==> src/rtl/top_pkg.sv <==
// Global TL-UL bus dimensions shared by all TL-UL packages and blocks.
package top_pkg;
    parameter int TL_AW  = 32;
    parameter int TL_DW  = 32;
    parameter int TL_AIW = 8;
    parameter int TL_DIW = 1;
    parameter int TL_SZW = 2;
    parameter int TL_DBW = TL_DW / 8;
endpackage

==> src/rtl/tlul_pkg.sv <==
// TL-UL channel structs, opcodes, user defaults and the integrity-code functions.
package tlul_pkg;
    typedef enum logic [2:0] {
        PutFullData    = 3'h0,
        PutPartialData = 3'h1,
        Get            = 3'h4
    } tl_a_op_e;

    typedef enum logic [2:0] {
        AccessAck     = 3'h0,
        AccessAckData = 3'h1
    } tl_d_op_e;

    typedef struct packed {
        logic [3:0] instr_type;
        logic [6:0] cmd_intg;
        logic [6:0] data_intg;
    } tl_a_user_t;

    typedef struct packed {
        logic [6:0] rsp_intg;
        logic [6:0] data_intg;
    } tl_d_user_t;

    parameter tl_d_user_t TL_D_USER_DEFAULT = '{rsp_intg: 7'h7f, data_intg: 7'h7f};

    typedef struct packed {
        logic                        a_valid;
        tl_a_op_e                    a_opcode;
        logic [2:0]                  a_param;
        logic [top_pkg::TL_SZW-1:0]  a_size;
        logic [top_pkg::TL_AIW-1:0]  a_source;
        logic [top_pkg::TL_AW-1:0]   a_address;
        logic [top_pkg::TL_DBW-1:0]  a_mask;
        logic [top_pkg::TL_DW-1:0]   a_data;
        tl_a_user_t                  a_user;
        logic                        d_ready;
    } tl_h2d_t;

    typedef struct packed {
        logic                        d_valid;
        tl_d_op_e                    d_opcode;
        logic [2:0]                  d_param;
        logic [top_pkg::TL_SZW-1:0]  d_size;
        logic [top_pkg::TL_AIW-1:0]  d_source;
        logic [top_pkg::TL_DIW-1:0]  d_sink;
        logic [top_pkg::TL_DW-1:0]   d_data;
        tl_d_user_t                  d_user;
        logic                        d_error;
        logic                        a_ready;
    } tl_d2h_t;

    // Each input bit is folded into code bit (index mod 7).
    function automatic logic [6:0] fold7(input logic [63:0] v);
        logic [6:0] r;
        r = '0;
        for (int i = 0; i < 64; i++) begin
            r[i % 7] = r[i % 7] ^ v[i];
        end
        return r;
    endfunction

    function automatic logic [6:0] get_data_intg(input logic [top_pkg::TL_DW-1:0] d);
        return fold7({32'h0, d});
    endfunction

    function automatic logic [6:0] get_cmd_intg(input tl_h2d_t t);
        logic unused_fields;
        unused_fields = ^{t.a_valid, t.a_param, t.a_size, t.a_source, t.a_data,
                          t.a_user.cmd_intg, t.a_user.data_intg, t.d_ready};
        return fold7({21'h0, t.a_user.instr_type, t.a_address, t.a_opcode, t.a_mask});
    endfunction
endpackage

==> src/rtl/tlul_mem_resp.sv <==
// TL-UL memory responder, one outstanding request; D valid LATENCY+1 cycles after acceptance, a_ready low
// until the D handshake, D fields held while d_ready low. Optional integrity check: TLUL_MEM_RESP_INTG_CHK_EN.
module tlul_mem_resp
    import tlul_pkg::*;
#(
    parameter int               TL_AW     = top_pkg::TL_AW,
    parameter int               TL_DW     = 32,
    parameter int               DEPTH     = 64,
    parameter logic [TL_AW-1:0] BASE_ADDR = '0,
    parameter int               LATENCY   = 0
) (
    input  logic    clk_i,
    input  logic    rst_i,
    input  tl_h2d_t tl_h2d_i,
    output tl_d2h_t tl_d2h_o,
    output logic    intg_err_o
);
    localparam int         IW     = $clog2(DEPTH);
    localparam logic [3:0] LAT_M1 = 4'((LATENCY > 0) ? LATENCY - 1 : 0);

    typedef enum logic [1:0] {ST_IDLE, ST_WAIT, ST_RESP} state_e;

    state_e           state, state_nxt;
    logic [3:0]       cnt;
    logic [TL_DW-1:0] mem [DEPTH];
    logic             a_ready, d_valid, accept;
    logic [TL_AW-1:0] offset;
    logic [IW-1:0]    idx;
    logic [3:0]       full_mask;
    logic             is_get, is_full, is_part;
    logic             err_op, err_size, err_align, err_range, err_mask, err_intg, req_err;

    tl_d_op_e                   rsp_opcode;
    logic [top_pkg::TL_SZW-1:0] rsp_size;
    logic [top_pkg::TL_AIW-1:0] rsp_source;
    logic [TL_DW-1:0]           rsp_data;
    logic                       rsp_error;

    assign accept = a_ready && tl_h2d_i.a_valid;
    assign offset = tl_h2d_i.a_address - BASE_ADDR;
    assign idx    = offset[IW+1:2];

    assign is_get  = (tl_h2d_i.a_opcode == Get);
    assign is_full = (tl_h2d_i.a_opcode == PutFullData);
    assign is_part = (tl_h2d_i.a_opcode == PutPartialData);

    // Lanes a PutFullData must enable exactly, given size and byte offset.
    always_comb begin
        full_mask = 4'hf;
        case (tl_h2d_i.a_size)
            2'd0:    full_mask = 4'b0001 << tl_h2d_i.a_address[1:0];
            2'd1:    full_mask = 4'b0011 << tl_h2d_i.a_address[1:0];
            default: full_mask = 4'hf;
        endcase
    end

    assign err_op    = !(is_get || is_full || is_part);
    assign err_size  = (tl_h2d_i.a_size == 2'd3);
    assign err_align = ((tl_h2d_i.a_size == 2'd1) && tl_h2d_i.a_address[0]) ||
                       ((tl_h2d_i.a_size == 2'd2) && (tl_h2d_i.a_address[1:0] != 2'b00));
    assign err_range = (offset[TL_AW-1:IW+2] != '0);
    assign err_mask  = is_full && (tl_h2d_i.a_mask != full_mask);
    assign req_err   = err_op || err_size || err_align || err_range || err_mask || err_intg;

`ifdef TLUL_MEM_RESP_INTG_CHK_EN
    logic intg_err_q;

    assign err_intg = (tl_h2d_i.a_user.cmd_intg  != get_cmd_intg(tl_h2d_i)) ||
                      (tl_h2d_i.a_user.data_intg != get_data_intg(tl_h2d_i.a_data));

    always_ff @(posedge clk_i or posedge rst_i) begin
        if (rst_i) begin
            intg_err_q <= 1'b0;
        end else if (accept && err_intg) begin
            intg_err_q <= 1'b1;
        end
    end
    assign intg_err_o = intg_err_q;
`else
    assign err_intg   = 1'b0;
    assign intg_err_o = 1'b0;
`endif

    logic unused_bits;
    assign unused_bits = ^{tl_h2d_i.a_param, tl_h2d_i.a_user, offset[1:0]};

    always_ff @(posedge clk_i or posedge rst_i) begin
        if (rst_i) begin
            for (int i = 0; i < DEPTH; i++) begin
                mem[i] <= '0;
            end
        end else if (accept && (is_full || is_part) && !req_err) begin
            for (int b = 0; b < 4; b++) begin
                if (tl_h2d_i.a_mask[b]) begin
                    mem[idx][8*b +: 8] <= tl_h2d_i.a_data[8*b +: 8];
                end
            end
        end
    end

    // Response fields are captured once at acceptance and held until the handshake.
    always_ff @(posedge clk_i or posedge rst_i) begin
        if (rst_i) begin
            rsp_opcode <= AccessAck;
            rsp_size   <= '0;
            rsp_source <= '0;
            rsp_data   <= '0;
            rsp_error  <= 1'b0;
        end else if (accept) begin
            rsp_opcode <= is_get ? AccessAckData : AccessAck;
            rsp_size   <= tl_h2d_i.a_size;
            rsp_source <= tl_h2d_i.a_source;
            rsp_data   <= (is_get && !req_err) ? mem[idx] : '0;
            rsp_error  <= req_err;
        end
    end

    always_ff @(posedge clk_i or posedge rst_i) begin
        if (rst_i) begin
            state <= ST_IDLE;
            cnt   <= '0;
        end else begin
            state <= state_nxt;
            if (accept) begin
                cnt <= LAT_M1;
            end else if ((state == ST_WAIT) && (cnt != 4'd0)) begin
                cnt <= cnt - 4'd1;
            end
        end
    end

    always_comb begin
        state_nxt = state;
        a_ready   = 1'b0;
        d_valid   = 1'b0;
        case (state)
            ST_IDLE: begin
                a_ready = 1'b1;
                if (tl_h2d_i.a_valid) begin
                    state_nxt = (LATENCY > 0) ? ST_WAIT : ST_RESP;
                end
            end
            ST_WAIT: begin
                if (cnt == 4'd0) begin
                    state_nxt = ST_RESP;
                end
            end
            ST_RESP: begin
                d_valid = 1'b1;
                if (tl_h2d_i.d_ready) begin
                    state_nxt = ST_IDLE;
                end
            end
            default: state_nxt = ST_IDLE;
        endcase
    end

    always_comb begin
        tl_d2h_o          = '0;
        tl_d2h_o.d_valid  = d_valid;
        tl_d2h_o.d_opcode = rsp_opcode;
        tl_d2h_o.d_size   = rsp_size;
        tl_d2h_o.d_source = rsp_source;
        tl_d2h_o.d_data   = rsp_data;
        tl_d2h_o.d_error  = rsp_error;
        tl_d2h_o.d_user   = TL_D_USER_DEFAULT;
        tl_d2h_o.a_ready  = a_ready;
    end
endmodule
==> config.mk <==
export PLATFORM = sky130hd
export DESIGN_NAME = tlul_mem_resp
export DESIGN_NICKNAME = d
export VERILOG_FILES = /design/src/rtl/top_pkg.sv /design/src/rtl/tlul_pkg.sv /design/src/rtl/tlul_mem_resp.sv
export SDC_FILE = /design/constraint.sdc
export NUM_CORES = 2
export LEC_CHECK = 0
export CORE_MARGIN = 2
export CORE_UTILIZATION = 40
export DETAILED_ROUTE_END_ITERATION = 10
export MAX_ROUTING_LAYER = met4
export SYNTH_ARGS = -nofsm -noshare
export SYNTH_HDL_FRONTEND = slang
export SYNTH_SLANG_ARGS = --single-unit
==> constraint.sdc <==
create_clock -name clk_i -period 89.8 [get_ports clk_i]
set_input_delay 22.45 -clock clk_i [delete_from_list [all_inputs] [get_ports clk_i]]
set_output_delay 22.45 -clock clk_i [all_outputs]
set_load 0.05 [all_outputs]
## Word level (Yosys, flattened, before mapping)

Cells that the tools add are included.

| storage, ports and cells | value |
|---|---|
| input bits | 106 |
| memories | 0 |
| register bits | 2100 |
| latch bits | 0 |
| output and inout port bits | 67 |
| memory bits (writable) | 0 |
| ROM bits | 0 |

| cells by class | value |
|---|---|
| reduce and logical (&&, ||, !) cells | 28 |
| shift-type cells | 2 |
| $add $sub $neg | 1 |
| divide/modulo/power cells | 0 |
| magnitude comparators | 2 |
| bitwise operators | 1 |
| muxes and demuxes | 33 |
| multiply operators | 0 |
| eq/ne operators | 11 |

Operator list:

| cell | count |
|---|---|
| two-way mux 2048 bit | 7 |
| bitwise mux 2048 bit | 4 |
| demux 32 bit (select 6 bit) | 4 |
| binary-select mux 32 bit (select 6 bit) | 1 |
| two-way mux 32 bit | 4 |
| two-way mux 24 bit | 1 |
| nonzero test 24 bit | 1 |
| two-way mux 16 bit | 1 |
| logical AND 1 bit | 9 |
| logical OR 1 bit | 8 |
| two-way mux 4 bit | 2 |
| two-way mux 8 bit | 1 |
| case mux 4 bit (2 select lines) | 1 |
| >= comparator 7 bit (second input constant) | 1 |
| < comparator 7 x 1 -> 1 bit (second input constant) | 1 |
| inverter 6 -> 7 bit | 1 |
| equality test 2 bit (second input constant) | 3 |
| two-way mux 2 bit | 3 |
| case mux 2 bit (3 select lines) | 1 |
| equality test 2 x 1 -> 1 bit (second input constant) | 2 |
| zero test 2 bit | 2 |
| zero test 4 bit | 1 |
| != test 2 bit (second input constant) | 2 |
| != test 4 bit | 1 |
| 12 further kinds | 16 |

## Longest topological paths before layout

| depth | value |
|---|---|
| word-level depth | 19 |
| depth in mapped cells | 11 |
| mapped depth without buffers | 6 |

## Worst setup path before layout

OpenSTA, ideal clock, no wires.

| timing path | value |
|---|---|
| path type | input to register |
| start | in tl_h2d_i[76] (netlist bit) |
| end | reg mem[376] (netlist bit) |
| data required time | 89.675 ns |
| data arrival time | 24.672 ns |
| stages | 9 |
| setup slack | 65.003 ns |
| cell sequence | or4_4 > nor4_2 > nand4_1 > a221oi_2 > buf_6 > buf_12 > buf_12 > nand3_4 > mux2_4 |

| on the way | value |
|---|---|
| cells in the longest elaborated chain, start to end | 5 |

Ends and longest elaborated chain:

| item | line | RTL |
|---|---|---|
| start, declared | tlul_mem_resp.sv:14 | `input tl_h2d_t tl_h2d_i,` |
| nonzero test 24 bit | tlul_mem_resp.sv:61 | `assign err_range = (offset[TL_AW-1:IW+2] != '0);` |
| logical OR 1 bit (2 in a row) | tlul_mem_resp.sv:63 | `assign req_err = err_op \|\| err_size \|\| err_align \|\| err_range \|\| err_mask \|\| err_intg;` |
| zero test 1 bit | tlul_mem_resp.sv:92 | `end else if (accept && (is_full \|\| is_part) && !req_err) begin` |
| logical AND 1 bit | tlul_mem_resp.sv:92 |  |
| end signal, assigned by index | tlul_mem_resp.sv:95 | `mem[idx][8*b +: 8] <= tl_h2d_i.a_data[8*b +: 8];` |
| end, declared | tlul_mem_resp.sv:25 | `logic [TL_DW-1:0] mem [DEPTH];` |

Every way passes these cells.
A chain may end at the register's enable or synchronous reset.

## Worst setup path after layout

| timing path | value |
|---|---|
| start | in tl_h2d_i[76] (netlist bit) |
| end | reg mem[1402] (netlist bit) |

Same word-level chain as after synthesis.

==> impl_metrics.tcl <==
set metrics [dict create \
    outcome "finished clean" \
    post-cts-setup-buffer-count 0 \
    tightest_slew_ns 1.320 \
    finalCritPeriodShare_pct 31.18 \
    io_pins 173 \
    met3_length_mm 30.49 \
    max-clock-path-buffers 3 \
    grt_pass1_wl_mm 500.0 \
    gp_congestion 0.8760 \
    antenna_found_initial 20 \
    cp-end-kind "register" \
    drcViolationCount 0 \
    p_switching_uw 516.2 \
    synthAdderAreaFrac_pct 0 \
    wl_mm 349.2 \
    p_per_area_nw_per_um2 17.92 \
    muxShareOfSynthArea_pct 33.24 \
    grt_use_total_pct 27.42 \
    register_area_um2 52380 \
    synth_top_family_by_area "multiplexers" \
    post_cts_resize_count 0 \
    nNetsFinal 7003 \
    detail-route-antenna-nets 0 \
    path_cells "clkdlybuf4s50_1 -> or4_4 -> nor4_2 -> nand4_1 -> a221oi_4 -> buf_4 -> buf_4 -> buf_4 -> buf_12 -> and3_1 -> mux2_2" \
    period_minus_slack_ns 28.00 \
    firstDrtPassIters 5 \
    yosysUniqueCellTypes 79 \
    crit_path_start "tl_h2d_i[76]" \
    setup-tns-final_ns 0 \
    fin_util_pct 44.87 \
    whs_ns 0.4820 \
    final_cell_mix "dfrtp_1 (2093), mux2_2 (1224), mux2_4 (960)" \
    cts.sinks 2093 \
    synth_edf_count 0 \
    critPathSlowestCell "buf_4" \
    root_buffer "clkbuf_16" \
    start_kind "primary input" \
    dp_slack_ns 61.01 \
    portBuffers 130 \
    fmax_mhz 35.72 \
    final_area_um2 114000 \
    fin_ws_ns 61.80 \
    clkPwrFrac_pct 46.7 \
    synth.cell_area_um2 102300 \
    hpwlAfterDp_mm 212.2 \
    synth_cells 6967 \
    worstRegToRegCells 10 \
    syn_to_final_growth_pct 11.52 \
    hold_violations 0 \
    ys_ff_latch 2093 \
    drt-met1-wl_mm 150.0 \
    ir_drop_mv 0.01724 \
    vias 64330 \
    initial_utilization_pct 40.24 \
    drv_cap 0 \
    crit_arrival_ns 28.73 \
    post-place-cells 10040 \
    synth_compound_gate_area_share_pct 6.443 \
    finClkSkew_ns 0.03953 \
    viasPerCell 6.147 \
    crit_family "buffers and inverters" \
    setup_viol 0 \
    dieArea_um2 259700 \
    power_frac_comb_pct 7.0 \
    n_fill_cell 22310 \
    cp_common_cell "buf_4" \
    cp_slowest_stage_delay_ns 0.85 \
    final_common_cell "dfrtp_1" \
    met2_length_mm 151.9 \
    synth_simple_gate_area_share_pct 6.010 \
    rsz0062_at_grt "no" \
    die_y_um 509.6 \
    p_sw_share_pct 25.26 \
    multiInputGateArea_um2 47140 \
    drtIter0Drc 6432 \
    core_area_um2 254200 \
    critical_path_buf_inv_count 5 \
    hp-class "register to register" \
    ys_async_sr_fraction_pct 100.0 \
    row_count 185 \
    finalPower_mw 2.043 \
    critical_path_class "primary input to register" \
    worst_r2r_endpoint "mem[1402]$_DFFE_PP0P_" \
    rrSetupSlack_ns 83.58 \
    die_x_um 509.6 \
    crit_end "mem[1402]$_DFFE_PP0P_" \
    leakage_nw 55.86 \
    clock_latency_ns 0.87 \
    clk_pin_slew_ns 0.06 \
    cts_hold_buffers 0 \
    worstSetupPathDepth 11 \
    wl_per_cell_um 33.36 \
    seq_power_share_pct 46.2 \
    htree_levels 4 \
    cp_max_fo 103 \
    synthXorXnorAreaFrac_pct 0 \
    finalNonFillerCells 10470 \
    cts_tree "done" \
    ys_seq_area_share_pct 51.22 \
    synth_ff_type "dfrtp_1" \
    grt_max_degree 167 \
    avgSynthCellArea_um2 14.68 \
    drive_above_1_share_pct 46.36 \
    routed.top_layer "met4" \
    r2r-start "state[1]$_DFFE_PP0P_" \
    cp.required_ns 90.53 \
    first_global_vias 65090 \
    slew_headroom_pct 11.90 \
    yosys_warnings 0 \
    placed_area_um2 106400 \
    cts_made_buffers 223 \
    internal_power_mw 1.527 \
    drv_slew 0 \
    grt_remaining_overflow 0 \
]
[kinds of logic after synthesis]
kind of cell | after synthesis
AND/OR/NAND/NOR | 729
other | 2
buffers and inverters | 646
AO/OA/AOI/OAI | 953
multiplexers | 2544
flip-flops | 2093
[per-layer routing]
layer / vias to the layer above / track usage [%]
li1: 25880 / -
met1: 34940 / 37.47
met2: 2831 / 39.02
met3: 681 / 6.261
met4: 0 / 11.72
met5: - / -
[synth_stat cells (all sizes together), types with 8 or more instances]
master | number | area, um2
nand2 | 191 | 716.9
and3 | 48 | 300.3
a21oi | 140 | 700.7
a2bb2oi | 19 | 166.4
mux2 | 2184 | 28200
clkbuf | 372 | 1441
inv | 10 | 37.53
dfrtp | 2093 | 52380
a31oi | 10 | 62.56
nor2 | 141 | 529.3
o31ai | 15 | 112.6
o22ai | 271 | 1695
o211ai | 12 | 90.09
a221oi | 25 | 225.2
o21ai | 117 | 585.6
nand3 | 240 | 3869
o22a | 26 | 227.7
or3 | 8 | 50.05
a221o | 8 | 80.08
buf | 262 | 1668
or4 | 15 | 123.9
mux4 | 175 | 3941
a2111oi | 13 | 132.6
a211oi | 34 | 255.2
nand2b | 11 | 68.82
mux2i | 185 | 1852
a22oi | 57 | 427.9
a32o | 16 | 160.2
nor3 | 19 | 95.09
o221ai | 134 | 1174
nor2b | 20 | 125.1
[worst min path at each step]
stage	start	to	slack, ns	cells after the start
4_1_cts	rsp_source[0]$_DFFE_PP0P_	rsp_source[0]$_DFFE_PP0P_	0.49	2
2_1_floorplan	mem[555]$_DFFE_PP0P_	mem[555]$_DFFE_PP0P_	0.47	1
3_3_place_gp	rsp_source[4]$_DFFE_PP0P_	rsp_source[4]$_DFFE_PP0P_	0.47	2
3_5_place_dp	rsp_size[0]$_DFFE_PP0P_	rsp_size[0]$_DFFE_PP0P_	0.47	2
6_report	rsp_source[0]$_DFFE_PP0P_	rsp_source[0]$_DFFE_PP0P_	0.48	2
5_1_grt	mem[1092]$_DFFE_PP0P_	mem[1092]$_DFFE_PP0P_	0.51	1
[cell type report]
cell class                 count  area share [%]
antenna                       14         0.03072
clock buffer                 332           5.881
clock inverter                82          0.7515
inverter                      12         0.05376
multi-input combinational   4247           41.33
sequential                  2093           45.93
tap                         3366           3.693
timing repair buffer         320           2.331
[sequential cells by signal, indices dropped and copies added, names as in the netlist]
signal	cells
rsp_source	8
rsp_error	1
rsp_opcode	1
rsp_data	32
mem	2048
rsp_size	2
state	1
[power groups by stage]
stage,registers (mW),logic (mW),clock network [mW]
after floorplan,0.969,0.0778,0
after global placement,0.962,0.140,0
after detailed placement,0.962,0.142,0
after CTS,0.945,0.142,0.965
after global routing,0.944,0.150,1.01
final,0.945,0.144,0.955
[worst min-delay path: cells and delay by family, from the launching register on]
family / cells / cell delay, ns
flip-flops: 1 / 0.35
AND/OR/NAND/NOR: 2 / 0.10
Note: power is estimated with default switching activity, not from simulation.
